[src/rtl/i2c_pkg.sv]
// Shared constants for the single-byte I2C master: FSM state codes,
// quarter-phase numbering within a bit slot, and the default SCL divider.
package i2c_pkg;

  localparam int CLK_DIV_DEFAULT = 4;

  localparam logic [3:0] ST_IDLE      = 4'd0;
  localparam logic [3:0] ST_START     = 4'd1;
  localparam logic [3:0] ST_ADDR      = 4'd2;
  localparam logic [3:0] ST_ADDR_ACK  = 4'd3;
  localparam logic [3:0] ST_WDATA     = 4'd4;
  localparam logic [3:0] ST_WDATA_ACK = 4'd5;
  localparam logic [3:0] ST_RDATA     = 4'd6;
  localparam logic [3:0] ST_MNACK     = 4'd7;
  localparam logic [3:0] ST_STOP      = 4'd8;

  // Quarter phases of a bit slot: SCL low for Q0/Q1, high for Q2/Q3.
  localparam logic [1:0] Q0 = 2'd0;
  localparam logic [1:0] Q1 = 2'd1;
  localparam logic [1:0] Q2 = 2'd2;
  localparam logic [1:0] Q3 = 2'd3;

endpackage

[src/rtl/i2c_tick_gen.sv]
// Quarter-bit tick divider: one-cycle tick every CLK_DIV enabled cycles,
// restarted from zero by clear.
module i2c_tick_gen
  import i2c_pkg::*;
#(
    parameter int CLK_DIV = CLK_DIV_DEFAULT
) (
    input  logic clk,
    input  logic rst,
    input  logic en,
    input  logic clear,
    output logic tick
);

  logic [7:0] cnt_q;
  logic [7:0] cnt_d;

  assign tick = en && !clear && (cnt_q == 8'(CLK_DIV - 1));

  always_comb begin
    cnt_d = cnt_q;
    if (clear) begin
      cnt_d = 8'd0;
    end else if (en) begin
      cnt_d = tick ? 8'd0 : cnt_q + 8'd1;
    end
  end

  always_ff @(posedge clk or posedge rst) begin
    if (rst) begin
      cnt_q <= 8'd0;
    end else begin
      cnt_q <= cnt_d;
    end
  end

endmodule

[src/rtl/i2c_master_ctrl.sv]
// Single-transaction I2C master: START, address+rw, one data byte written or
// read (read ends with master NACK), then STOP. Fixed 4-quarter bit slots.
module i2c_master_ctrl
  import i2c_pkg::*;
#(
    parameter int CLK_DIV = CLK_DIV_DEFAULT
) (
    input  logic       clk,
    input  logic       rst,
    input  logic       start,
    input  logic [6:0] addr,
    input  logic       rw,
    input  logic [7:0] wdata,
    output logic [7:0] rdata,
    output logic       busy,
    output logic       done,
    output logic       ack_err,
    output logic       scl,
    output logic       sda_oe,
    input  logic       sda_in
);

  logic [3:0] state_q, state_d;
  logic [1:0] qtr_q, qtr_d;
  logic [2:0] bit_q, bit_d;
  logic [7:0] sh_q, sh_d;
  logic [7:0] rx_q, rx_d;
  logic [7:0] rdata_q, rdata_d;
  logic [7:0] wdata_q, wdata_d;
  logic       rw_q, rw_d;
  logic       busy_q, busy_d;
  logic       done_q, done_d;
  logic       ack_err_q, ack_err_d;

  logic       accept;
  logic       tick;
  logic       last_bit;

  assign accept   = start && !busy_q;
  assign last_bit = (bit_q == 3'd7);

  i2c_tick_gen #(
    .CLK_DIV(CLK_DIV)
  ) u_tick (
    .clk  (clk),
    .rst  (rst),
    .en   (busy_q),
    .clear(accept),
    .tick (tick)
  );

  always_comb begin
    state_d   = state_q;
    qtr_d     = qtr_q;
    bit_d     = bit_q;
    sh_d      = sh_q;
    rx_d      = rx_q;
    rdata_d   = rdata_q;
    wdata_d   = wdata_q;
    rw_d      = rw_q;
    busy_d    = busy_q;
    done_d    = 1'b0;
    ack_err_d = ack_err_q;

    if (accept) begin
      state_d   = ST_START;
      qtr_d     = Q0;
      bit_d     = 3'd0;
      sh_d      = {addr, rw};
      rw_d      = rw;
      wdata_d   = wdata;
      busy_d    = 1'b1;
      ack_err_d = 1'b0;
    end else if (busy_q && tick) begin
      qtr_d = qtr_q + 2'd1;

      // Entering Q3: SCL has just been high for a quarter, so SDA is settled.
      if (qtr_q == Q2) begin
        if ((state_q == ST_ADDR_ACK || state_q == ST_WDATA_ACK) && sda_in) begin
          ack_err_d = 1'b1;
        end
        if (state_q == ST_RDATA) begin
          rx_d = {rx_q[6:0], sda_in};
        end
      end

      if (qtr_q == Q3) begin
        case (state_q)
          ST_START: begin
            state_d = ST_ADDR;
            bit_d   = 3'd0;
          end
          ST_ADDR: begin
            sh_d = {sh_q[6:0], 1'b0};
            if (last_bit) begin
              state_d = ST_ADDR_ACK;
              bit_d   = 3'd0;
            end else begin
              bit_d = bit_q + 3'd1;
            end
          end
          ST_ADDR_ACK: begin
            // ack_err_q can only have been set by this slot's sample here.
            if (ack_err_q) begin
              state_d = ST_STOP;
            end else if (rw_q) begin
              state_d = ST_RDATA;
            end else begin
              state_d = ST_WDATA;
              sh_d    = wdata_q;
            end
            bit_d = 3'd0;
          end
          ST_WDATA: begin
            sh_d = {sh_q[6:0], 1'b0};
            if (last_bit) begin
              state_d = ST_WDATA_ACK;
              bit_d   = 3'd0;
            end else begin
              bit_d = bit_q + 3'd1;
            end
          end
          ST_WDATA_ACK: begin
            state_d = ST_STOP;
          end
          ST_RDATA: begin
            if (last_bit) begin
              state_d = ST_MNACK;
              bit_d   = 3'd0;
            end else begin
              bit_d = bit_q + 3'd1;
            end
          end
          ST_MNACK: begin
            state_d = ST_STOP;
          end
          ST_STOP: begin
            state_d = ST_IDLE;
            busy_d  = 1'b0;
            done_d  = 1'b1;
            if (rw_q && !ack_err_q) begin
              rdata_d = rx_q;
            end
          end
          default: begin
            state_d = ST_IDLE;
            busy_d  = 1'b0;
          end
        endcase
      end
    end
  end

  // Pin decode: START pulls SDA while SCL is high, STOP releases it while high.
  always_comb begin
    scl    = 1'b1;
    sda_oe = 1'b0;
    case (state_q)
      ST_START: begin
        scl    = (qtr_q != Q3);
        sda_oe = (qtr_q == Q2) || (qtr_q == Q3);
      end
      ST_ADDR, ST_WDATA: begin
        scl    = qtr_q[1];
        sda_oe = ~sh_q[7];
      end
      ST_ADDR_ACK, ST_WDATA_ACK, ST_RDATA, ST_MNACK: begin
        scl    = qtr_q[1];
        sda_oe = 1'b0;
      end
      ST_STOP: begin
        scl    = qtr_q[1];
        sda_oe = (qtr_q == Q0) || (qtr_q == Q1) || (qtr_q == Q2);
      end
      default: begin
        scl    = 1'b1;
        sda_oe = 1'b0;
      end
    endcase
  end

  always_ff @(posedge clk or posedge rst) begin
    if (rst) begin
      state_q   <= ST_IDLE;
      qtr_q     <= Q0;
      bit_q     <= 3'd0;
      sh_q      <= 8'd0;
      rx_q      <= 8'd0;
      rdata_q   <= 8'd0;
      wdata_q   <= 8'd0;
      rw_q      <= 1'b0;
      busy_q    <= 1'b0;
      done_q    <= 1'b0;
      ack_err_q <= 1'b0;
    end else begin
      state_q   <= state_d;
      qtr_q     <= qtr_d;
      bit_q     <= bit_d;
      sh_q      <= sh_d;
      rx_q      <= rx_d;
      rdata_q   <= rdata_d;
      wdata_q   <= wdata_d;
      rw_q      <= rw_d;
      busy_q    <= busy_d;
      done_q    <= done_d;
      ack_err_q <= ack_err_d;
    end
  end

  assign rdata   = rdata_q;
  assign busy    = busy_q;
  assign done    = done_q;
  assign ack_err = ack_err_q;

endmodule

[config.mk]
export PLATFORM = sky130hd
export DESIGN_NAME = i2c_master_ctrl
export DESIGN_NICKNAME = d
export VERILOG_FILES = /design/src/rtl/i2c_pkg.sv /design/src/rtl/i2c_tick_gen.sv /design/src/rtl/i2c_master_ctrl.sv
export SDC_FILE = /design/constraint.sdc
export NUM_CORES = 1
export LEC_CHECK = 0
export ABC_AREA = 1
export BUFFER_PORTS_ARGS = -buffer_cell sky130_fd_sc_hd__buf_2
export CAP_MARGIN = 10
export CORE_ASPECT_RATIO = 0.75
export CORE_MARGIN = 2
export CORE_UTILIZATION = 35
export CTS_CLUSTER_SIZE = 12
export DETAILED_ROUTE_END_ITERATION = 16
export SYNTH_ARGS = -nofsm -noshare
export SYNTH_HDL_FRONTEND = slang
export SYNTH_HIERARCHICAL = 1
export SYNTH_SLANG_ARGS = --single-unit
[constraint.sdc]
create_clock -name clk -period 5.1 [get_ports clk]
set_input_delay 0.255 -clock clk [delete_from_list [all_inputs] [get_ports clk]]
set_output_delay 0.255 -clock clk [all_outputs]
set_load 0.1 [all_outputs]
==> results of run 1 <==
## final timing paths
kind                           from               to  slack, ps  depth (start not counted)
max in group asynchronous       rst          rx_q[7]       3800                          3
min                        wdata[1]       wdata_q[1]        140                          3
min reg2reg                rdata[0]         rdata[0]        480                          2
max                            busy          sh_q[4]       2160                         17
min in group asynchronous       rst  u_tick/cnt_q[4]        460                          3
max reg2reg                    busy          sh_q[4]       2160                         17
## routing by layer
metal	vias to the layer above	wire length (microns)
li1	1207	-
met1	1031	3110
met2	53	2450
met3	5	336
met4	0	29
met5	-	0
## what timing repair did
action,4_1_cts,5_1_grt
hold buffers,1,0
setup buffers,0,0
endpoints found under the hold margin,8,0
## flip-flops by register name, summed over array words and instances (netlist names)
signal,count
rw_q,1
qtr_q,2
done,1
sh_q,8
u_tick/cnt_q,8
bit_q,3
wdata_q,8
rx_q,8
rdata,8
busy,1
ack_err,1
state_q,4
## cells in the final DEF (no fill, tap or decap), types with 2 or more instances in the layout
| master | n |
|---|---|
| nand2_4 | 2 |
| clkbuf_8 | 6 |
| o21ai_1 | 8 |
| buf_2 | 32 |
| nand2_1 | 132 |
| dfrtp_1 | 53 |
| inv_2 | 4 |
| nor2_1 | 14 |
| ha_1 | 8 |
| a22oi_1 | 2 |
| o21ai_0 | 20 |
| nand3_2 | 2 |
| nand4_1 | 6 |
| nor2_4 | 4 |
| nand2_2 | 4 |
| inv_1 | 33 |
| o21ai_2 | 7 |
| nand3_1 | 36 |
| or2_2 | 7 |
| nor2_2 | 5 |
## layout make-up
class | instances | area [sq um] | area share, %
clock inverter | 2 | 37.5 | 1.17
multi-input combinational | 262 | 1310 | 40.9
timing repair buffer | 34 | 178 | 5.54
clock buffer | 6 | 82.6 | 2.58
tap | 105 | 131 | 4.10
sequential | 53 | 1330 | 41.4
inverter | 37 | 139 | 4.33
## power by group through the flow
stage          clock [uW]  combinational, uW  sequential (uW)
2_1_floorplan           0               6.24              428
3_3_place_gp            0               16.7              428
3_5_place_dp            0               16.9              428
4_1_cts               313               17.5              420
5_1_grt               332               19.3              420
6_report              303               16.5              420
## through the flow
stage / cell area (sq um) / util (%) / std cells
floorplan: 2820 / - / 360
global placement: 3070 / 39.2 / 490
detailed placement: 3070 / 39.2 / 490
CTS: 3200 / 40.8 / 499
global route: 3200 / 40.8 / 499
finish: 3200 / 40.8 / 499
## kinds of logic after synthesis
group / after synthesis / synth area share (%)
compound gates: 40 / 8.68
fa+ha+maj: 8 / 3.54
buf+inv: 45 / 6.65
flops: 53 / 47.0
simple gates: 214 / 34.2
## tightest hold or removal path, cell delays in order
cell and delay [ps]:
buf_2 70, nand2_1 40, nand2_1 40
==> impl_results.md, run 1 <==
* CTS tree: yes
* Register share of total power at 56.8%
* Synthesis-stage register bit count at 53
* Fin. Hold Viols at 0
* Slew HR at about 37%
* Proportion of layout cells with a drive suffix above 1 at 19.5%
* Syn avg cell area at slightly below 8 sq um
* Cell Area, Synth at 0.00282 sq mm
* Pins Over Slew Limit at 0
* Overall power at 740 uW
* Outcome: finished clean
* Top-Level Pins at 33
* Busiest grt layer: met1
* Syn Inst Count at 360
* Largest net degree at the start of global routing at 46
* Total nets after synthesis at 388
* Worst hold path type: in2reg
* Final Worst Setup Slack at 2160 ps
* Worst EP arrival at 3180 ps
* Global-route track usage on met2 at 21.5%
* CP Buf/Inv Count at 6
* CP Cell Sequence: inv_1, nand2_1, buf_4, inv_1, inv_2, nand2_1, inv_1, nand3_1, nor3_1, nand2_1, inv_1, nand2_1, nand2_1, o21ai_1, nor2_4, nand3_1, nand2_1
* Die ar. at 0.00881 sq mm
* Int Power at 585 uW
* Worst setup SP type: flip-flop
* Synth top area share at 47.0%
* Height of the die at 81.8 microns
* Clock sink total at 53
* Setup tns final at 0 ps
* Comb power frac at 2.2%
* GR Util All Layers at 14.5%
* Die width at 108 microns
* Critical Path RT at ~5400 ps
* Initial antenna violation count at 0
* Antenna viol nets, final at 0
* Pre-CTS setup slack at between 2000 and 2500 ps
* Ys async rst share at 100%
* CP delay by family, top: simple AND/OR/NAND/NOR gates
* GRT overflow at 0
* Synth Warn # at 6
* Fill count at around 830
* Std-Cell Core Area at 0.00785 sq mm
* Clk buf depth at 2
* Count leader, synth: nand2_1
* Switching Share at 20.9%
* Met3 Track Usage GR at 3.33%
* Vias in the first global route at 2138
* Dpl hpwl at 4320 microns
* Synth area leader: dfrtp_1
* Worst-Margin Slew at 941 ps
* PortBufs at 32
* Maximum fanout along the worst path at 34
* DRT iter0 DRCs at 174
* Gpl congestion at 0.886
* PD cells at 231 mW/mm^2
* Clk pwr share at 41.0%
* Post-synth EDFFs at 0
* Nets at 421
* CP dominant cell by count: nand2_1
* Type of the worst setup path: reg2reg
* Static Leak at around 0.0017 uW
* Peak supply drop at 102 uV
* Cell Rows at 28
* Clk root buf: clkbuf_8
* Hold_ws at between 100 and 150 ps
* DR WL/cell at 11.9 microns
* First-pass DRT Iterations at 4
* DR vias at about 2300
* FMAX at 340 MHz
* Slowest stage cell, crit path: dfrtp_1
* Clk_skew at 6.72 ps
* TritonCTS Buffers at 5
* Worst-skew pair later-pin latency at slightly above 300 ps
* Crit end category: flip-flop
* Met1 usage at between 20 and 25%
* Max-capacitance violation count at 0
* Via/cell ratio at roughly 4.6
* Synth unique cells at 26
* Global-route wire length before repair at ~10000 microns
* Top_reg_cell synth: dfrtp_1
* Area delta synth->final at 13.5%
* Synth cell count leaders: 132 x nand2_1, 53 x dfrtp_1, 36 x nand3_1
* # DRC at 0
* Fin crit share at 57.6%
* CTS clk-pin slew, worst paths at 100 ps
* RSZ-0062 raised after global routing: false
* Seq/Total Area, Yosys at 47.0%
* WL final at 5920 microns
* Initial Utilization at 36.0%
* Fin crit period at 2940 ps
* Post-cts sizing count at 0
* Crit-path max cell delay at roughly 500 ps
* H-tree lvl count at 2
* # setup viols final at 0
* Leading post-synthesis cells by cell area: dfrtp_1 47%, nand2_1 18%, nand3_1 6.4%
* Ant. Diodes at 0
* Net switching power at 154 uW
Power figures use the tool's default switching activity.
==> run 2, diff against run 1 <==
==> constraint.sdc (replaced) <==
create_clock -name clk -period 2.4 [get_ports clk]
set_input_delay 0.12 -clock clk [delete_from_list [all_inputs] [get_ports clk]]
set_output_delay 0.12 -clock clk [all_outputs]
set_load 0.1 [all_outputs]
==> impl_results.md, run 2 (synthesis results as in run 1) <==
* TritonCTS Buffers at 5 (unchanged)
* Worst EP arrival at 2120 ps (-1060 ps)
* Fin crit share at between 90% and 100%
* CTS clk-pin slew, worst paths at 100 ps (about the same)
* Dpl cell area at 0.00310 sq mm (+0.94%)
* Fin. Hold Viols at 0 (unchanged)
* Largest net degree at the start of global routing at 34 (-26%)
* Worst setup SP type: flip-flop
* Vias in the first global route at 2256 (+5.5%)
* Post-CTS Setup Inserts at 0 (unchanged)
* Crit-path max cell delay at 470 ps (-20 ps)
* Final core utilization at 41.5% (+0.67 points)
* DR vias at 2343 (+2.0%)
* # DRC at 0 (unchanged)
* Initial antenna violation count at 0 (unchanged)
* Peak supply drop at 225 uV (+120%)
* Slew HR at 61.9% (+25 points)
* Clk root buf: clkbuf_8
* # setup viols final at 0 (unchanged)
* Critical Path RT at 2280 ps (-3070 ps)
* Slowest stage cell, crit path: dfrtp_1
* Fin crit period at 2240 ps
* Type of the worst setup path: reg2out
* Die ar. at 0.00881 sq mm (unchanged)
* Worst-Margin Slew at 571 ps (-370 ps)
* H-tree lvl count at 2 (unchanged)
* RSZ-0062 raised after global routing: false
* Clk buf depth at 2 (unchanged)
* Pins Over Slew Limit at 0 (unchanged)
* First-pass DRT Iterations at 4 (unchanged)
* Commonest non-fill, non-tap cell in the layout: nand2_1
* Final Cell Area at 0.00326 sq mm (+1.6%)
* Clock sink total at 53 (unchanged)
* CP Cell Sequence: inv_2, nor2_2, nand2_4, nand2_2, nand2_1, nand2_1, buf_2
* Clk_skew at 6.46 ps (-0.266 ps)
* Crit end category: output pin
* Post-placement cell count at 492 (+0.41%)
* Max-capacitance violation count at 0 (unchanged)
* Via/cell ratio at 4.63 (+0.64%)
* PortBufs at 32 (unchanged)
* DRT iter0 DRCs at 191 (+9.8%)
* Worst-skew pair later-pin latency at 310 ps (about the same)
* Proportion of layout cells with a drive suffix above 1 at 21.2% (+1.7 points)
* Static Leak at 0.00172 uW (+0.68%)
* Outcome: finished clean
* Maximum fanout along the worst path at 11 (-68%)
* Ant. Diodes at 0 (unchanged)
* Height of the die at 81.8 microns (unchanged)
* Area delta synth->final at 15.3%
* GR Util All Layers at 15.0% (+0.49 points)
* Initial Utilization at 36.0% (unchanged)
* Antenna viol nets, final at 0 (unchanged)
* Setup tns final at 0 ps (unchanged)
* Std-Cell Core Area at 0.00785 sq mm (unchanged)
* Commonest non-fill, non-tap cells in the layout: 130 x nand2_1, 52 x dfrtp_1, 36 x nand3_1, 32 x buf_2, 31 x inv_1
* Gpl congestion at 0.902 (+1.9%)
* Worst hold path type: in2reg
* PD cells at 448 mW/mm^2 (+94%)
* CP dominant cell by count: nand2_1
* Nets at 428 (+1.7%)
* DR WL/cell at 11.6 microns (-2.6%)
* Global-route wire length before repair at 10500 microns (+4.1%)
* FMAX at 447 MHz
* Final Non-Filler Cells at 506 (+1.4%)
* Cell Rows at 28 (unchanged)
* Overall power at 1460 uW (+97%)
* CTS tree: yes
* Top-Level Pins at 33 (unchanged)
* Dpl hpwl at 4330 microns (+0.20%)
* Die width at 108 microns (unchanged)
* GRT overflow at 0 (unchanged)
* WL final at 5850 microns (-1.2%)
run 2: cell count changes in the layout (fill, tap and decap cells not counted), sizes merged:
cell	delta
buf	+2
bufinv	-1
clkbuf	-1
clkinvlp	+2
dlygate4sd3	+5
run 2: per-stage QoR:
stage	worst slack, ps	hold WS (ps)
final	160	2.42
after global routing	5.17	9.90
after CTS	149	0.660
after detailed placement	224	114
after global placement	303	113
after floorplan	6.65	-64.3
run 2: layout make-up:
cell class                      instances  area (sq um)
Timing Repair Buffer                   41           243
Clock inverter                          3          22.5
Tap cell                              105           131
Sequential cell                        53          1330
Clock buffer                            5          68.8
Inverter                               37           139
Fill cell                             820          4590
Multi-Input combinational cell        262          1320
run 2: timing repair:
item                                    4_1_cts  5_1_grt
resized for setup                             0        1
hold endpoints to repair                     38        0
hold buffers                                  6        0
endpoints found under the setup margin        0        7
run 2: critical path, delay by kind of cell (launching register included):
family	cells	cell delay [ps]
buffers and inverters	2	500
flip-flops	1	470
AND/OR/NAND/NOR	5	830
run 2: path summary, 6_finish.rpt:
path                       slack, ps        from  depth (start not counted)              end
max                              160  state_q[2]                          7           sda_oe
min                                2    wdata[4]                          3       wdata_q[4]
max reg2reg                      230        busy                         15         rdata[1]
min reg2reg                      490  wdata_q[5]                          2       wdata_q[5]
max in group asynchronous       1310         rst                          4         rdata[6]
min in group asynchronous        310         rst                          3  u_tick/cnt_q[1]
run 2: per-layer routing:
layer / vias to the layer above / share of wire [%] / track usage, %
li1: 1223 / - / -
met3: 8 / 3.9 / 3.10
met1: 1065 / 55 / 22.0
met2: 47 / 40 / 22.7
met4: 0 / 0.94 / 3.85
met5: - / 0 / 0
run 2: where the power goes:
group,leakage [uW],switching [uW],internal (uW)
Combinational,0.000983,23.0,18.3
Clock,0.0000364,319,205
Sequential,0.000700,0,892
